==> src/rtl/rom_fetch_arbiter_pkg.sv <==
// Shared types and defaults for the boot-ROM fetch arbiter.
// The state encoding is fixed so that it reads the same in waveforms and in the RTL.
package rom_fetch_arbiter_pkg;

  typedef enum logic [1:0] {
    ST_IDLE  = 2'd0,
    ST_BURST = 2'd1,
    ST_DRAIN = 2'd2
  } state_t;

  localparam logic [35:0] ROM_BASE_DEF  = 36'h1_0000_0000;
  localparam int          ROM_WORDS_DEF = 46;
  localparam int          WIDX_W        = 33;

endpackage

==> src/rtl/rom_fetch_arbiter_if.sv <==
// Per-requester burst-read port: request channel plus registered response channel.
interface rom_fetch_arbiter_if #(
  parameter int LEN_W = 3
);

  logic             req_valid;
  logic             req_ready;
  logic [35:0]      req_addr;
  logic [LEN_W-1:0] req_len;
  logic             rsp_valid;
  logic             rsp_ready;
  logic [63:0]      rsp_data;
  logic             rsp_last;
  logic             rsp_err;

  modport master (
    output req_valid, req_addr, req_len, rsp_ready,
    input  req_ready, rsp_valid, rsp_data, rsp_last, rsp_err
  );

  modport slave (
    input  req_valid, req_addr, req_len, rsp_ready,
    output req_ready, rsp_valid, rsp_data, rsp_last, rsp_err
  );

endinterface

==> src/rtl/rom_fetch_arbiter_rr_arb2.sv <==
// Two-input round-robin grant; the pointer remembers which requester was served last.
module rr_arb2 (
  input  logic       clk,
  input  logic       rst_n,
  input  logic [1:0] req,
  input  logic       accept,
  output logic [1:0] gnt
);

  // 1 = requester 1 was served last, so requester 0 wins a tie (reset state).
  logic last_1_q;

  assign gnt[0] = req[0] & (~req[1] |  last_1_q);
  assign gnt[1] = req[1] & (~req[0] | ~last_1_q);

  always_ff @(posedge clk or negedge rst_n) begin
    if (!rst_n) begin
      last_1_q <= 1'b1;
    end else if (accept) begin
      last_1_q <= gnt[1];
    end
  end

endmodule

==> src/rtl/rom_fetch_arbiter.sv <==
// Round-robin burst sequencer in front of the boot ROM: one word per cycle into a
// registered, backpressured response slot owned by the granted requester.
module rom_fetch_arbiter
  import rom_fetch_arbiter_pkg::*;
#(
  parameter logic [35:0] ROM_BASE  = ROM_BASE_DEF,
  parameter int          ROM_WORDS = ROM_WORDS_DEF,
  parameter int          LEN_W     = 3
) (
  input  logic                clk,
  input  logic                rst_n,
  rom_fetch_arbiter_if.slave  if_bus,
  rom_fetch_arbiter_if.slave  dm_bus,
  output logic [35:0]         rom_addr,
  input  logic [63:0]         rom_data
);

  state_t              state_q, state_d;
  logic [WIDX_W-1:0]   waddr_q;
  logic [LEN_W-1:0]    cnt_q;
  logic                owner_q;   // 0 = if, 1 = dm
  logic                vld_q, last_q, err_q;
  logic [63:0]         data_q;

  logic [1:0]          req, gnt;
  logic                accept, load, own_ready, in_win;

  // One bit wider than the word index so base+words cannot wrap at the top of memory.
  function automatic logic in_window(input logic [WIDX_W-1:0] w);
    logic [WIDX_W:0] lo, hi, wx;
    lo = {1'b0, ROM_BASE[35:3]};
    hi = lo + (WIDX_W+1)'(ROM_WORDS);
    wx = {1'b0, w};
    return (wx >= lo) && (wx < hi);
  endfunction

  assign req = {dm_bus.req_valid, if_bus.req_valid};

  rr_arb2 u_arb (
    .clk    (clk),
    .rst_n  (rst_n),
    .req    (req),
    .accept (accept),
    .gnt    (gnt)
  );

  assign accept           = (state_q == ST_IDLE) && (req != 2'b00);
  assign if_bus.req_ready = (state_q == ST_IDLE) && gnt[0];
  assign dm_bus.req_ready = (state_q == ST_IDLE) && gnt[1];

  assign own_ready = owner_q ? dm_bus.rsp_ready : if_bus.rsp_ready;
  assign load      = (state_q == ST_BURST) && (!vld_q || own_ready);
  assign in_win    = in_window(waddr_q);
  assign rom_addr  = (state_q == ST_BURST) ? {waddr_q, 3'b000} : 36'd0;

  always_comb begin
    state_d = state_q;
    unique case (state_q)
      ST_IDLE:  if (accept) state_d = ST_BURST;
      ST_BURST: if (load && (cnt_q == '0)) state_d = ST_DRAIN;
      ST_DRAIN: if (own_ready) state_d = ST_IDLE;
      default:  state_d = ST_IDLE;
    endcase
  end

  always_ff @(posedge clk or negedge rst_n) begin
    if (!rst_n) state_q <= ST_IDLE;
    else        state_q <= state_d;
  end

  // Burst bookkeeping and the single shared response slot.
  always_ff @(posedge clk or negedge rst_n) begin
    if (!rst_n) begin
      waddr_q <= '0;
      cnt_q   <= '0;
      owner_q <= 1'b0;
      vld_q   <= 1'b0;
      last_q  <= 1'b0;
      err_q   <= 1'b0;
      data_q  <= '0;
    end else begin
      if (accept) begin
        waddr_q <= gnt[1] ? dm_bus.req_addr[35:3] : if_bus.req_addr[35:3];
        cnt_q   <= gnt[1] ? dm_bus.req_len : if_bus.req_len;
        owner_q <= gnt[1];
      end
      if (load) begin
        vld_q   <= 1'b1;
        data_q  <= in_win ? rom_data : 64'd0;
        err_q   <= !in_win;
        last_q  <= (cnt_q == '0);
        waddr_q <= waddr_q + WIDX_W'(1);
        cnt_q   <= cnt_q - LEN_W'(1);
      end else if ((state_q == ST_DRAIN) && own_ready) begin
        vld_q   <= 1'b0;
        data_q  <= '0;
        last_q  <= 1'b0;
        err_q   <= 1'b0;
      end
    end
  end

  // Only the owner sees the slot; the other port reads all zeros.
  assign if_bus.rsp_valid = vld_q  & ~owner_q;
  assign if_bus.rsp_last  = last_q & ~owner_q;
  assign if_bus.rsp_err   = err_q  & ~owner_q;
  assign if_bus.rsp_data  = owner_q ? 64'd0 : data_q;
  assign dm_bus.rsp_valid = vld_q  & owner_q;
  assign dm_bus.rsp_last  = last_q & owner_q;
  assign dm_bus.rsp_err   = err_q  & owner_q;
  assign dm_bus.rsp_data  = owner_q ? data_q : 64'd0;

endmodule

==> src/flat_wrapper.sv <==
// flat-port wrapper written by rule: the top's interface ports become plain ports
module rom_fetch_arbiter_flat import rom_fetch_arbiter_pkg::*;
#(
  parameter logic [35:0] ROM_BASE  = ROM_BASE_DEF,
  parameter int          ROM_WORDS = ROM_WORDS_DEF,
  parameter int          LEN_W     = 3
)
  (clk, rst_n, rom_addr, rom_data, if_bus_req_valid, if_bus_req_addr, if_bus_req_len, if_bus_rsp_ready, if_bus_req_ready, if_bus_rsp_valid, if_bus_rsp_data, if_bus_rsp_last, if_bus_rsp_err, dm_bus_req_valid, dm_bus_req_addr, dm_bus_req_len, dm_bus_rsp_ready, dm_bus_req_ready, dm_bus_rsp_valid, dm_bus_rsp_data, dm_bus_rsp_last, dm_bus_rsp_err);
  rom_fetch_arbiter_if #(.LEN_W(LEN_W)) if_bus_i ();
  rom_fetch_arbiter_if #(.LEN_W(LEN_W)) dm_bus_i ();
  input  logic clk;
  input  logic rst_n;
  output logic [35:0] rom_addr;
  input  logic [63:0] rom_data;
  input wire logic [$bits(if_bus_i.req_valid)-1:0] if_bus_req_valid;
  input wire logic [$bits(if_bus_i.req_addr)-1:0] if_bus_req_addr;
  input wire logic [$bits(if_bus_i.req_len)-1:0] if_bus_req_len;
  input wire logic [$bits(if_bus_i.rsp_ready)-1:0] if_bus_rsp_ready;
  output wire logic [$bits(if_bus_i.req_ready)-1:0] if_bus_req_ready;
  output wire logic [$bits(if_bus_i.rsp_valid)-1:0] if_bus_rsp_valid;
  output wire logic [$bits(if_bus_i.rsp_data)-1:0] if_bus_rsp_data;
  output wire logic [$bits(if_bus_i.rsp_last)-1:0] if_bus_rsp_last;
  output wire logic [$bits(if_bus_i.rsp_err)-1:0] if_bus_rsp_err;
  input wire logic [$bits(dm_bus_i.req_valid)-1:0] dm_bus_req_valid;
  input wire logic [$bits(dm_bus_i.req_addr)-1:0] dm_bus_req_addr;
  input wire logic [$bits(dm_bus_i.req_len)-1:0] dm_bus_req_len;
  input wire logic [$bits(dm_bus_i.rsp_ready)-1:0] dm_bus_rsp_ready;
  output wire logic [$bits(dm_bus_i.req_ready)-1:0] dm_bus_req_ready;
  output wire logic [$bits(dm_bus_i.rsp_valid)-1:0] dm_bus_rsp_valid;
  output wire logic [$bits(dm_bus_i.rsp_data)-1:0] dm_bus_rsp_data;
  output wire logic [$bits(dm_bus_i.rsp_last)-1:0] dm_bus_rsp_last;
  output wire logic [$bits(dm_bus_i.rsp_err)-1:0] dm_bus_rsp_err;
  assign if_bus_i.req_valid = if_bus_req_valid;
  assign if_bus_i.req_addr = if_bus_req_addr;
  assign if_bus_i.req_len = if_bus_req_len;
  assign if_bus_i.rsp_ready = if_bus_rsp_ready;
  assign if_bus_req_ready = if_bus_i.req_ready;
  assign if_bus_rsp_valid = if_bus_i.rsp_valid;
  assign if_bus_rsp_data = if_bus_i.rsp_data;
  assign if_bus_rsp_last = if_bus_i.rsp_last;
  assign if_bus_rsp_err = if_bus_i.rsp_err;
  assign dm_bus_i.req_valid = dm_bus_req_valid;
  assign dm_bus_i.req_addr = dm_bus_req_addr;
  assign dm_bus_i.req_len = dm_bus_req_len;
  assign dm_bus_i.rsp_ready = dm_bus_rsp_ready;
  assign dm_bus_req_ready = dm_bus_i.req_ready;
  assign dm_bus_rsp_valid = dm_bus_i.rsp_valid;
  assign dm_bus_rsp_data = dm_bus_i.rsp_data;
  assign dm_bus_rsp_last = dm_bus_i.rsp_last;
  assign dm_bus_rsp_err = dm_bus_i.rsp_err;
  rom_fetch_arbiter #(.ROM_BASE(ROM_BASE), .ROM_WORDS(ROM_WORDS), .LEN_W(LEN_W)) u_core (.clk(clk), .rst_n(rst_n), .if_bus(if_bus_i), .dm_bus(dm_bus_i), .rom_addr(rom_addr), .rom_data(rom_data));
endmodule
==> config.mk <==
export PLATFORM = sky130hd
export DESIGN_NAME = rom_fetch_arbiter_flat
export DESIGN_NICKNAME = d
export VERILOG_FILES = /design/src/rtl/rom_fetch_arbiter_pkg.sv /design/src/rtl/rom_fetch_arbiter_if.sv /design/src/rtl/rom_fetch_arbiter_rr_arb2.sv /design/src/rtl/rom_fetch_arbiter.sv /design/src/flat_wrapper.sv
export SDC_FILE = /design/constraint.sdc
export NUM_CORES = 1
export LEC_CHECK = 0
export CORE_UTILIZATION = 30
export DETAILED_ROUTE_END_ITERATION = 10
export GPL_TIMING_DRIVEN = 0
export PLACE_DENSITY = 0.67
export SLEW_MARGIN = 20
export SYNTH_ARGS = -nofsm -noshare
export SYNTH_HDL_FRONTEND = slang
export SYNTH_HIERARCHICAL = 1
export SYNTH_SLANG_ARGS = --single-unit
==> constraint.sdc <==
create_clock -name clk -period 2.6 [get_ports clk]
set_input_delay 0.39 -clock clk [delete_from_list [all_inputs] [get_ports clk]]
set_output_delay 0.39 -clock clk [all_outputs]
set_load 0.02 [all_outputs]
==> metrics.txt <==
run status=finished, violations left; failing checks=negative hold slack; GPL Wtd Cong=between 0.9 and 1; # hold bufs at CTS=0; CP max-delay cell=clkdlybuf4s50_1; final WL=24,600 um; WL per Instance=19.6 um; root buffer cell=clkbuf_16; DIE HEIGHT=148 um; R2R cell count=7; post_cts resized=25; Syn Inst Count=660; CTS tree=done; Mapped Area=6380 um2; crit path DAT=2.15 ns; clk slew on worst S/H paths=roughly 0.080 ns; Final setup viols=0; DRT iter0 DRCs=448; Slew Limit Fails=0; Tmin final=2.54 ns; total grt overflow=0; Worst Skew=0.0120 ns; footprint of the multi-input gates=roughly 3400 um2; # rows=52; register area share after synthesis=0.420; cell family with most CP delay=buffers and inverters; Crit. End Element=primary output; Clock Latency Late Sink=0.35 ns; CP startpoint=u_core/state_q[0]$_DFFE_PN0P_; Leak Pwr=4.41 nW; Synth cell types=62; initial antenna violation count=0; Critical Path Start Type=register; post-route ant nets=0; Synth Flop Type=dfrtp_1; class of the worst hold path=input pin to asynchronous set/reset pin; Synth area leader=dfrtp_1; flip-flop and latch area=2680 um2; DP HPWL=19,200 um; I/O pin cnt=320; Warnings, synthesis=6; Via density=between 5 and 6; Slew @ Worst Pin=0.965 ns; MaxCap Viol Count=0; final hold vios=5; PortBufs=310; Die Wd=148 um; Slew HR=0.356; Die ar.=21,800 um2; cell area power density=795 nW/um2; # diodes=0; fin crit share=0.978; initial core utilization=0.310; crit path max fanout=10; Yosys top cell area share=0.416; reg2reg end=u_core/data_q[41]$_DFFE_PN0P_; Synth area leaders=dfrtp_1, and2_1, a22o_1; largest net degree at the start of global routing=56; Hold WS=-0.00772 ns; first-pass GRT wire length=approximately 37,000 um; vias in the first global route=about 6,300; Total GRT Usage=0.224; crit-path max cell delay=between 0.6 and 0.7 ns; #FFs+latches synth=107; H-tree Lvls=3; Post CTS Setup Buffer Count=0; CTS max path bufs=2; layout cells sized above 1=0.0738; clock sinks=approximately 110; CP cell instances=nor2b_1 -> clkbuf_4 -> clkbuf_2 -> and2_1 -> clkdlybuf4s50_1; share of flip-flops with an asynchronous set or reset=1.00; DR pass1 iterations=5; Max VDD drop=716 uV; Worst EP required=between 2 and 2.5 ns; final core utilization=0.499; EDFF count, synth=0; CTS buffer count=9; Fillers=2,004; drt drc=0; Final nets=1,136; r2r startpoint=u_core/waddr_q[28]$_DFFE_PN0P_; RSZ-0062 raised after global routing=false; Fmax=0.393 GHz; R2R Setup Slk=0.13 ns; Avg Cell Area, Syn=9.66 um2; DR vias=approximately 6,500; Layout area overhead=61.0%; Setup CP Type=register to primary output; WP buf/inv=3; Placeable Area=20,600 um2
-- layout by cell type (no fill, tap or decap), types with 3 or more instances in the layout --
master	count
and2_1	98
inv_1	8
a22o_1	65
nand2_1	24
buf_6	8
a311o_1	3
o22ai_1	4
nand3_1	10
ha_1	4
clkbuf_16	9
nand4_1	12
dfrtp_1	106
nor2b_1	78
clkbuf_1	19
o221ai_1	4
a21oi_1	16
clkdlybuf4s50_1	290
or4_1	5
a311oi_1	12
o21ai_0	12
mux2i_1	23
clkinv_4	4
nor3_1	4
clkbuf_2	7
nor2_1	29
mux2_2	5
a211oi_1	17
o211ai_1	4
buf_2	12
conb_1	3
nand2b_1	3
nor4_1	9
dlymetal6s2s_1	18
buf_4	7
and3_1	9
-- synth_stat cells, drive strengths merged (6+ instances only) --
| master | number |
|---|---|
| nand3 | 12 |
| inv | 8 |
| a21oi | 17 |
| dfrtp | 106 |
| mux2 | 6 |
| a22o | 65 |
| o21ai | 13 |
| and3 | 9 |
| mux2i | 24 |
| nand4 | 12 |
| nand2 | 24 |
| and2 | 98 |
| clkbuf | 31 |
| buf | 26 |
| or4 | 6 |
| a311oi | 12 |
| nor2 | 30 |
| nor4 | 10 |
| a211oi | 18 |
| nor2b | 78 |
-- state kept, by name, indices dropped and copies added, names as in the netlist --
| signal | cells |
|---|---|
| u_core/waddr_q | 33 |
| u_core/last_q | 1 |
| u_core/cnt_q | 3 |
| u_core/state_q | 2 |
| u_core/err_q | 1 |
| u_core/owner_q | 1 |
| u_core/data_q | 64 |
| u_core/u_arb/last_1_q | 1 |
| u_core/vld_q | 1 |
-- how the worst max path moves through the flow --
stage,to,slack [ns],depth (start not counted)
global route,rom_addr[22],0.000005,5
detailed placement,dm_bus_req_ready,-1.03,6
CTS,dm_bus_rsp_data[11],0.006,5
floorplan,dm_bus_req_ready,0.59,4
global placement,u_core/data_q[46]$_DFFE_PN0P_,-3.17,1
finish,rom_addr[17],0.06,5
-- cell type report --
type | count | area share
clock buffer | 10 | 0.0233
multi-input combinational | 489 | 0.331
inverter | 9 | 0.00329
timing repair buffer | 311 | 0.309
sequential | 107 | 0.261
tap | 270 | 0.0329
clock inverter | 6 | 0.00719
buffer | 57 | 0.0325
-- stage by stage --
step / std cells / worst slack [ns] / total power, mW / instance area (um2) / TNS, ns
floorplan: 662 / 0.594 / 4.76 / 6390 / 0
CTS: 1259 / 0.00576 / 8.22 / 10200 / 0
global placement: 1242 / -3.17 / 6.66 / 9830 / -363.13
finish: 1259 / 0.0567 / 8.16 / 10300 / 0
detailed placement: 1243 / -1.03 / 6.70 / 9860 / -27.07
global route: 1259 / 0.00000533 / 8.64 / 10300 / 0
-- cells by family (layout without fill, tap and decap cells) --
kind of cell,count (synthesis),after routing,share of synthesized area
compound gates,157,157,0.193
xor+xnor,3,3,0.00412
fa+ha+maj,4,4,0.00785
buf+inv,66,393,0.0516
flops,107,107,0.420
mux,30,30,0.0488
other cells,1,3,0.000588
simple gates,292,292,0.274
-- worst register-to-register path, stage by stage (launching register included) --
cell      delay [ns]
dfrtp_1         0.36
clkbuf_1        0.19
nor4b_1         0.55
nand4_1         0.18
a2111o_1        0.53
nor2_8          0.27
buf_6           0.19
a22o_1          0.14
-- metal layers --
layer  GRT usage  routed length [um]
met5           0                   0
met4      0.0696                 396
met3      0.0420                1820
met2       0.398               12400
met1       0.273               10100
-- report_power, final --
| group | switching, mW | internal, mW |
|---|---|---|
| Sequential | 0.424 | 1.99 |
| Clock | 0.659 | 0.785 |
| Combinational | 2.57 | 1.72 |
(Power assumes the default switching activity.)
